==> config.mk <==
export PLATFORM = sky130hd
export DESIGN_NAME = puf_soc_ctrl_fsm
export DESIGN_NICKNAME = d
export VERILOG_FILES = /design/src/rtl/puf_soc_ctrl_fsm.sv
export SDC_FILE = /design/constraint.sdc
export NUM_CORES = 1
export LEC_CHECK = 0
export BUFFER_PORTS_ARGS = -buffer_cell sky130_fd_sc_hd__buf_2
export CAP_MARGIN = 20
export CELL_PAD_IN_SITES_DETAIL_PLACEMENT = 2
export CELL_PAD_IN_SITES_GLOBAL_PLACEMENT = 2
export CORE_UTILIZATION = 30
export CTS_CLUSTER_DIAMETER = 200
export DETAILED_ROUTE_END_ITERATION = 8
export PLACE_DENSITY = 0.93
export SYNTH_ARGS = -nofsm -noshare
export SYNTH_HDL_FRONTEND = slang
export SYNTH_SLANG_ARGS = --single-unit
==> constraint.sdc <==
create_clock -name clk -period 4.37 [get_ports clk]
set_input_delay 0.6555 -clock clk [delete_from_list [all_inputs] [get_ports clk]]
set_output_delay 0.6555 -clock clk [all_outputs]
set_load 0.05 [all_outputs]
==> src/rtl/puf_soc_ctrl_fsm.sv <==
`default_nettype none
// +--------------------------------------------------------------------------+
// | Module      : puf_soc_ctrl_fsm                                           |
// | Description : Control FSM for one PUF challenge/response transaction     |
// |               (receive -> decode -> execute -> transmit). Latches the    |
// |               two mux selects from the received challenge, drives the    |
// |               datapath enables and state code, and reports done/error.   |
// | Config      : `define PUF_CTRL_TIMEOUT_EN to build the EXEC/TX timeout   |
// |               counter and the ERR state; otherwise o_err is tied to 0.   |
// | Ports       : clk, rst_n (async, active low)                             |
// |               i_start, i_abort, i_op_mode            host controls       |
// |               i_dp_rx_valid, i_dp_rx_data,                               |
// |               i_dp_exec_done, i_dp_tx_done           datapath status     |
// |               o_op_mode, o_rx_ready, o_dcod_en,                          |
// |               o_cnt_en, o_tx_en, o_fsm_state,                            |
// |               o_sel_mux_0, o_sel_mux_1               datapath controls   |
// |               o_busy, o_done, o_err                  host status         |
// | Revision    : 1.0  initial release                                       |
// +--------------------------------------------------------------------------+
module puf_soc_ctrl_fsm #(
  parameter int MUX_LENGTH  = 16,
  parameter int TIMEOUT_CYC = 1024
) (
  input  logic                                clk,
  input  logic                                rst_n,
  input  logic                                i_start,
  input  logic                                i_abort,
  input  logic                                i_op_mode,
  input  logic                                i_dp_rx_valid,
  input  logic [2*$clog2(MUX_LENGTH)-1:0]     i_dp_rx_data,
  input  logic                                i_dp_exec_done,
  input  logic                                i_dp_tx_done,
  output logic                                o_op_mode,
  output logic                                o_rx_ready,
  output logic                                o_dcod_en,
  output logic                                o_cnt_en,
  output logic                                o_tx_en,
  output logic [2:0]                          o_fsm_state,
  output logic [$clog2(MUX_LENGTH)-1:0]       o_sel_mux_0,
  output logic [$clog2(MUX_LENGTH)-1:0]       o_sel_mux_1,
  output logic                                o_busy,
  output logic                                o_done,
  output logic                                o_err
);

  localparam int SEL_W = $clog2(MUX_LENGTH);

  localparam logic [2:0] c_st_idle = 3'd0;
  localparam logic [2:0] c_st_recv = 3'd1;
  localparam logic [2:0] c_st_dcod = 3'd2;
  localparam logic [2:0] c_st_exec = 3'd3;
  localparam logic [2:0] c_st_tx   = 3'd4;
  localparam logic [2:0] c_st_done = 3'd5;
  localparam logic [2:0] c_st_err  = 3'd6;

  logic [2:0]       r_state;
  logic [2:0]       w_next;
  logic             w_tmo_hit;

  logic             w_op_mode;
  logic [SEL_W-1:0] w_sel_mux_0;
  logic [SEL_W-1:0] w_sel_mux_1;
  logic             w_err;

`ifdef PUF_CTRL_TIMEOUT_EN
  localparam int                 c_cnt_w    = $clog2(TIMEOUT_CYC);
  localparam logic [c_cnt_w-1:0] c_tmo_last = c_cnt_w'(TIMEOUT_CYC - 1);

  logic [c_cnt_w-1:0] r_tmo_cnt;

  // Counts cycles spent in the current EXEC or TX visit. Any state change
  // (including EXEC -> TX) restarts it at 0, so the first cycle of a visit
  // always sees count 0.
  always_ff @(posedge clk or negedge rst_n) begin
    if (!rst_n) begin
      r_tmo_cnt <= '0;
    end else if (((r_state == c_st_exec) || (r_state == c_st_tx)) && (w_next == r_state)) begin
      r_tmo_cnt <= r_tmo_cnt + 1'b1;
    end else begin
      r_tmo_cnt <= '0;
    end
  end

  assign w_tmo_hit = (r_tmo_cnt == c_tmo_last);
`else
  assign w_tmo_hit = 1'b0;
`endif

  // State register
  always_ff @(posedge clk or negedge rst_n) begin
    if (!rst_n) begin
      r_state <= c_st_idle;
    end else begin
      r_state <= w_next;
    end
  end

  // Next-state logic. Abort outranks every other transition; the datapath
  // done inputs are checked before the timeout so a done on the final
  // counted cycle still completes normally.
  always_comb begin
    w_next = r_state;
    if (i_abort && (r_state != c_st_idle)) begin
      w_next = c_st_idle;
    end else begin
      case (r_state)
        c_st_idle: if (i_start)        w_next = c_st_recv;
        c_st_recv: if (i_dp_rx_valid)  w_next = c_st_dcod;
        c_st_dcod:                     w_next = c_st_exec;
        c_st_exec: begin
          if (i_dp_exec_done)          w_next = c_st_tx;
          else if (w_tmo_hit)          w_next = c_st_err;
        end
        c_st_tx: begin
          if (i_dp_tx_done)            w_next = c_st_done;
          else if (w_tmo_hit)          w_next = c_st_err;
        end
        c_st_done:                     w_next = c_st_idle;
        c_st_err:  if (i_start)        w_next = c_st_idle;
        default:                       w_next = c_st_idle;
      endcase
    end
  end

  // Output logic: Moore values decoded from the next state, plus the
  // hold-or-load values for the latched op mode and mux selects.
  always_comb begin
    w_op_mode   = o_op_mode;
    w_sel_mux_0 = o_sel_mux_0;
    w_sel_mux_1 = o_sel_mux_1;
    if ((r_state == c_st_idle) && i_start) begin
      w_op_mode = i_op_mode;
    end
    if ((r_state == c_st_recv) && i_dp_rx_valid && !i_abort) begin
      w_sel_mux_0 = i_dp_rx_data[SEL_W-1:0];
      w_sel_mux_1 = i_dp_rx_data[2*SEL_W-1:SEL_W];
    end
`ifdef PUF_CTRL_TIMEOUT_EN
    w_err = (w_next == c_st_err);
`else
    w_err = 1'b0;
`endif
  end

  // Output registers, all updated on the same edge as the state code.
  always_ff @(posedge clk or negedge rst_n) begin
    if (!rst_n) begin
      o_op_mode   <= 1'b0;
      o_rx_ready  <= 1'b0;
      o_dcod_en   <= 1'b0;
      o_cnt_en    <= 1'b0;
      o_tx_en     <= 1'b0;
      o_sel_mux_0 <= '0;
      o_sel_mux_1 <= '0;
      o_busy      <= 1'b0;
      o_done      <= 1'b0;
      o_err       <= 1'b0;
    end else begin
      o_op_mode   <= w_op_mode;
      o_rx_ready  <= (w_next == c_st_recv);
      o_dcod_en   <= (w_next == c_st_dcod);
      o_cnt_en    <= (w_next == c_st_exec);
      o_tx_en     <= (w_next == c_st_tx);
      o_sel_mux_0 <= w_sel_mux_0;
      o_sel_mux_1 <= w_sel_mux_1;
      o_busy      <= (w_next != c_st_idle) && (w_next != c_st_err);
      o_done      <= (w_next == c_st_done);
      o_err       <= w_err;
    end
  end

  assign o_fsm_state = r_state;

endmodule
`default_nettype wire

==> report_table.html <==
<table>
<tr><th>Metric</th><th>Value</th></tr>
<tr><th colspan="2">Placement</th></tr>
<tr><td>Worst setup slack after placement</td><td>2.20 ns</td></tr>
<tr><td>Final weighted congestion in routability-driven placement</td><td>0.688</td></tr>
<tr><td>Half-perimeter wire length after detailed placement</td><td>around 1600 µm</td></tr>
<tr><td>Port Buf Inserts</td><td>33</td></tr>
<tr><th colspan="2">Clock tree</th></tr>
<tr><td>CTS clock-pin slew for the worst setup and hold paths</td><td>0.11 ns</td></tr>
<tr><td>Worst-skew pair later-pin latency</td><td>around 0.28 ns</td></tr>
<tr><td>Number of gates resized after cts</td><td>0</td></tr>
<tr><td>H-tree depth</td><td>1</td></tr>
<tr><td>Buffers from clock root to sink, at most</td><td>2</td></tr>
<tr><td>Clk root buf</td><td>sky130_fd_sc_hd__clkbuf_4</td></tr>
<tr><td>Number of buffers inserted during clock tree synthesis</td><td>3</td></tr>
<tr><td>Hold-fix buffers at CTS</td><td>0</td></tr>
<tr><td>Sink Count</td><td>18</td></tr>
<tr><td>Total setup buffers inserted after CTS</td><td>0</td></tr>
<tr><td>TritonCTS clock tree</td><td>yes</td></tr>
<tr><th colspan="2">Synthesis</th></tr>
<tr><td>Syn_area_per_cell</td><td>12.8 µm²</td></tr>
<tr><td>Count of different cell masters after synthesis</td><td>27</td></tr>
<tr><td>Warnings, synthesis</td><td>0</td></tr>
<tr><td>Net count of the mapped netlist</td><td>80</td></tr>
<tr><td>Proportion of synthesized chip area in sequential cells</td><td>55.1%</td></tr>
<tr><td>Biggest area consumer among synthesized cells</td><td>sky130_fd_sc_hd__dfrtp_1</td></tr>
<tr><td>Syn Std Cell Area</td><td>817 µm²</td></tr>
<tr><td>Cell count after synthesis</td><td>64</td></tr>
<tr><td>Proportion of netlist area held by the largest area contributor</td><td>55.1%</td></tr>
<tr><td>Main area contributors after synthesis</td><td>sky130_fd_sc_hd__dfrtp_1 55%, sky130_fd_sc_hd__mux2_4 15%, sky130_fd_sc_hd__nor2_1 2.8%</td></tr>
<tr><td>Seq cells post-synth</td><td>18</td></tr>
<tr><th colspan="2">Cells and area</th></tr>
<tr><td>P&amp;R area growth vs syn</td><td>27.0%</td></tr>
<tr><td>Most common library cell in the layout ignoring fill and taps</td><td>sky130_fd_sc_hd__buf_2</td></tr>
<tr><td>Antenna diodes</td><td>0</td></tr>
<tr><td>Leading cell types in the layout, fill and taps excluded</td><td>33 x sky130_fd_sc_hd__buf_2, 18 x sky130_fd_sc_hd__dfrtp_1, 8 x sky130_fd_sc_hd__mux2_4, 6 x sky130_fd_sc_hd__nor2_1, 4 x sky130_fd_sc_hd__nand2_1</td></tr>
<tr><td>Post-layout net count</td><td>116</td></tr>
<tr><td>Fillcell total</td><td>approximately 290</td></tr>
<tr><td>Share of final-layout standard cells stronger than drive strength 1</td><td>53.5%</td></tr>
<tr><th colspan="2">Global routing</th></tr>
<tr><td>Vias in the first global route</td><td>646</td></tr>
<tr><td>Remaining Overflow, GRT</td><td>0</td></tr>
<tr><td>Total routing resource utilization after global routing</td><td>between 10 and 15%</td></tr>
<tr><td>Number of antenna violations at the first check in global routing</td><td>0</td></tr>
<tr><td>Wire length of the first global-routing pass</td><td>approximately 3000 µm</td></tr>
<tr><td>Pin count of the biggest net entering global routing</td><td>19</td></tr>
<tr><th colspan="2">Die</th></tr>
<tr><td>Placeable core region</td><td>between 2000 and 3000 µm²</td></tr>
<tr><td>Die Y-Extent</td><td>54.2 µm</td></tr>
<tr><td>Cell row count</td><td>18</td></tr>
<tr><td>Overall die width</td><td>54.2 µm</td></tr>
<tr><td>Die ar.</td><td>between 2000 and 3000 µm²</td></tr>
<tr><td>Effective utilization at floorplan</td><td>between 30% and 40%</td></tr>
<tr><td>Count of boundary I/O pins</td><td>35</td></tr>
<tr><th colspan="2">Status</th></tr>
<tr><td>Outcome</td><td>finished, final reports clean</td></tr>
<tr><th colspan="2">STA</th></tr>
<tr><td>Total negative setup slack</td><td>0 ns</td></tr>
<tr><td>Final clock skew</td><td>0.00785 ns</td></tr>
<tr><td>Worst setup slack after layout</td><td>2.46 ns</td></tr>
<tr><td>RSZ-0062 raised after global routing</td><td>false</td></tr>
<tr><td>Number of pins exceeding their max-slew limit in the final report</td><td>0</td></tr>
<tr><td>Finish-stage setup viols</td><td>0</td></tr>
<tr><td>Tmin final</td><td>1.91 ns</td></tr>
<tr><td>Fmax</td><td>0.524 GHz</td></tr>
<tr><td>Final Hold Viols</td><td>0</td></tr>
<tr><td>Part of the cycle the worst path needs</td><td>between 40% and 50%</td></tr>
<tr><th colspan="2">Worst setup path</th></tr>
<tr><td>Critical path fanouts, max</td><td>9</td></tr>
<tr><td>Slowest Stage Delay on Critical Path</td><td>0.48 ns</td></tr>
<tr><td>Crit path kind</td><td>register to register</td></tr>
<tr><td>Worst EP required</td><td>4.55 ns</td></tr>
<tr><td>Crit path cell chain</td><td>or2_0 &gt; a211oi_1 &gt; and2_2 &gt; nand3_4 &gt; mux2_4</td></tr>
<tr><td>Slowest cell on crit path</td><td>sky130_fd_sc_hd__dfrtp_1</td></tr>
<tr><td>Arrival time worst endpoint</td><td>2.09 ns</td></tr>
<tr><td>Family of cells with the greatest summed delay on the critical path</td><td>simple AND/OR/NAND/NOR gates</td></tr>
<tr><td>Crit path launch type</td><td>register</td></tr>
<tr><td>Crit. End Element</td><td>register</td></tr>
<tr><td>Buffers plus inverters on the worst setup path</td><td>0</td></tr>
<tr><th colspan="2">Flow run</th></tr>
<tr><td>Max cap viols</td><td>0</td></tr>
<tr><th colspan="2">Worst hold path</th></tr>
<tr><td>Type of the worst min-delay path</td><td>primary input to asynchronous set/reset pin</td></tr>
<tr><th colspan="2">Routing</th></tr>
<tr><td>Total wirelength of the detailed-routed design</td><td>slightly below 2000 µm</td></tr>
<tr><td>Mean routed wirelength per cell</td><td>about 15 µm</td></tr>
<tr><td>Post-DRT Antenna Nets</td><td>0</td></tr>
<tr><td>Via-per-instance ratio</td><td>4.81</td></tr>
<tr><td>DRC violations left</td><td>0</td></tr>
<tr><td>DRC violation total after the first TritonRoute iteration</td><td>0</td></tr>
<tr><td>DR vias</td><td>621</td></tr>
<tr><td>Pre-antenna DRT Iters</td><td>1</td></tr>
</table>
-- logic make-up after synthesis --
kind of cell,synth area share (%)
and+or+nand+nor,18.5
AOI/OAI and AO/OA,6.58
muxes,16.1
buffers and inverters,3.22
other,0.459
DFF,55.1
-- worst paths after layout --
check | start | end | slack, ns | cells after the start
setup / recovery | o_fsm_state[1]$_DFF_PN0_ | o_sel_mux_1[1]$_DFFE_PN0P_ | 2.46 | 5
hold / removal | rst_n | o_cnt_en$_DFF_PN0_ | 0.28 | 1
setup reg to reg | o_fsm_state[1]$_DFF_PN0_ | o_sel_mux_1[1]$_DFFE_PN0P_ | 2.46 | 5
hold reg to reg | o_op_mode$_DFFE_PN0P_ | o_op_mode$_DFFE_PN0P_ | 0.52 | 1
max in group asynchronous | rst_n | o_sel_mux_1[2]$_DFFE_PN0P_ | 3.80 | 1
min in group clk | o_op_mode$_DFFE_PN0P_ | o_op_mode$_DFFE_PN0P_ | 0.52 | 1
-- area by class of cell --
class | instances | area [µm²] | share of cell area [%]
sequential | 18 | 450 | 43.4
clock buffer | 4 | 36.3 | 3.50
tap | 30 | 37.5 | 3.62
timing repair buffer | 33 | 165 | 15.9
inverter | 2 | 7.51 | 0.724
multi-input combinational | 42 | 340 | 32.8
-- synthesized netlist by cell type, drive strengths merged --
cell type and n:
o21ai 1, mux2 9, nor2 6, a21oi 3, nor4 1, a211oi 1, nor3 3, or2 1
nor3b 1, nand3 2, nand2 4, nand3b 1, dfrtp 18, nor4bb 1, inv 2, and3 3
a31oi 2, buf 2, and2 2, conb 1
-- metrics by stage --
step	hold slack, ns	instance area (µm²)	instances	utilization [%]
2_1_floorplan	0.360	817	64	-
3_3_place_gp	0.491	1000	125	39.7
3_5_place_dp	0.496	1000	125	39.7
4_1_cts	0.285	1040	129	41.1
5_1_grt	0.283	1040	129	41.1
6_report	0.282	1040	129	41.1
-- routing by layer --
| metal | global-route usage [%] | part of all wire (%) | vias up |
|---|---|---|---|
| met4 | 1.28 | 0 | 0 |
| li1 | - | - | 291 |
| met3 | 1.69 | 6.0 | 0 |
| met1 | 16.0 | 42 | 304 |
| met5 | 0 | 0 | - |
| met2 | 27.2 | 52 | 26 |
Power is left out: the tool's default activity adds up to more than one toggle a clock period on the data nets, which glitch-free logic cannot reach.
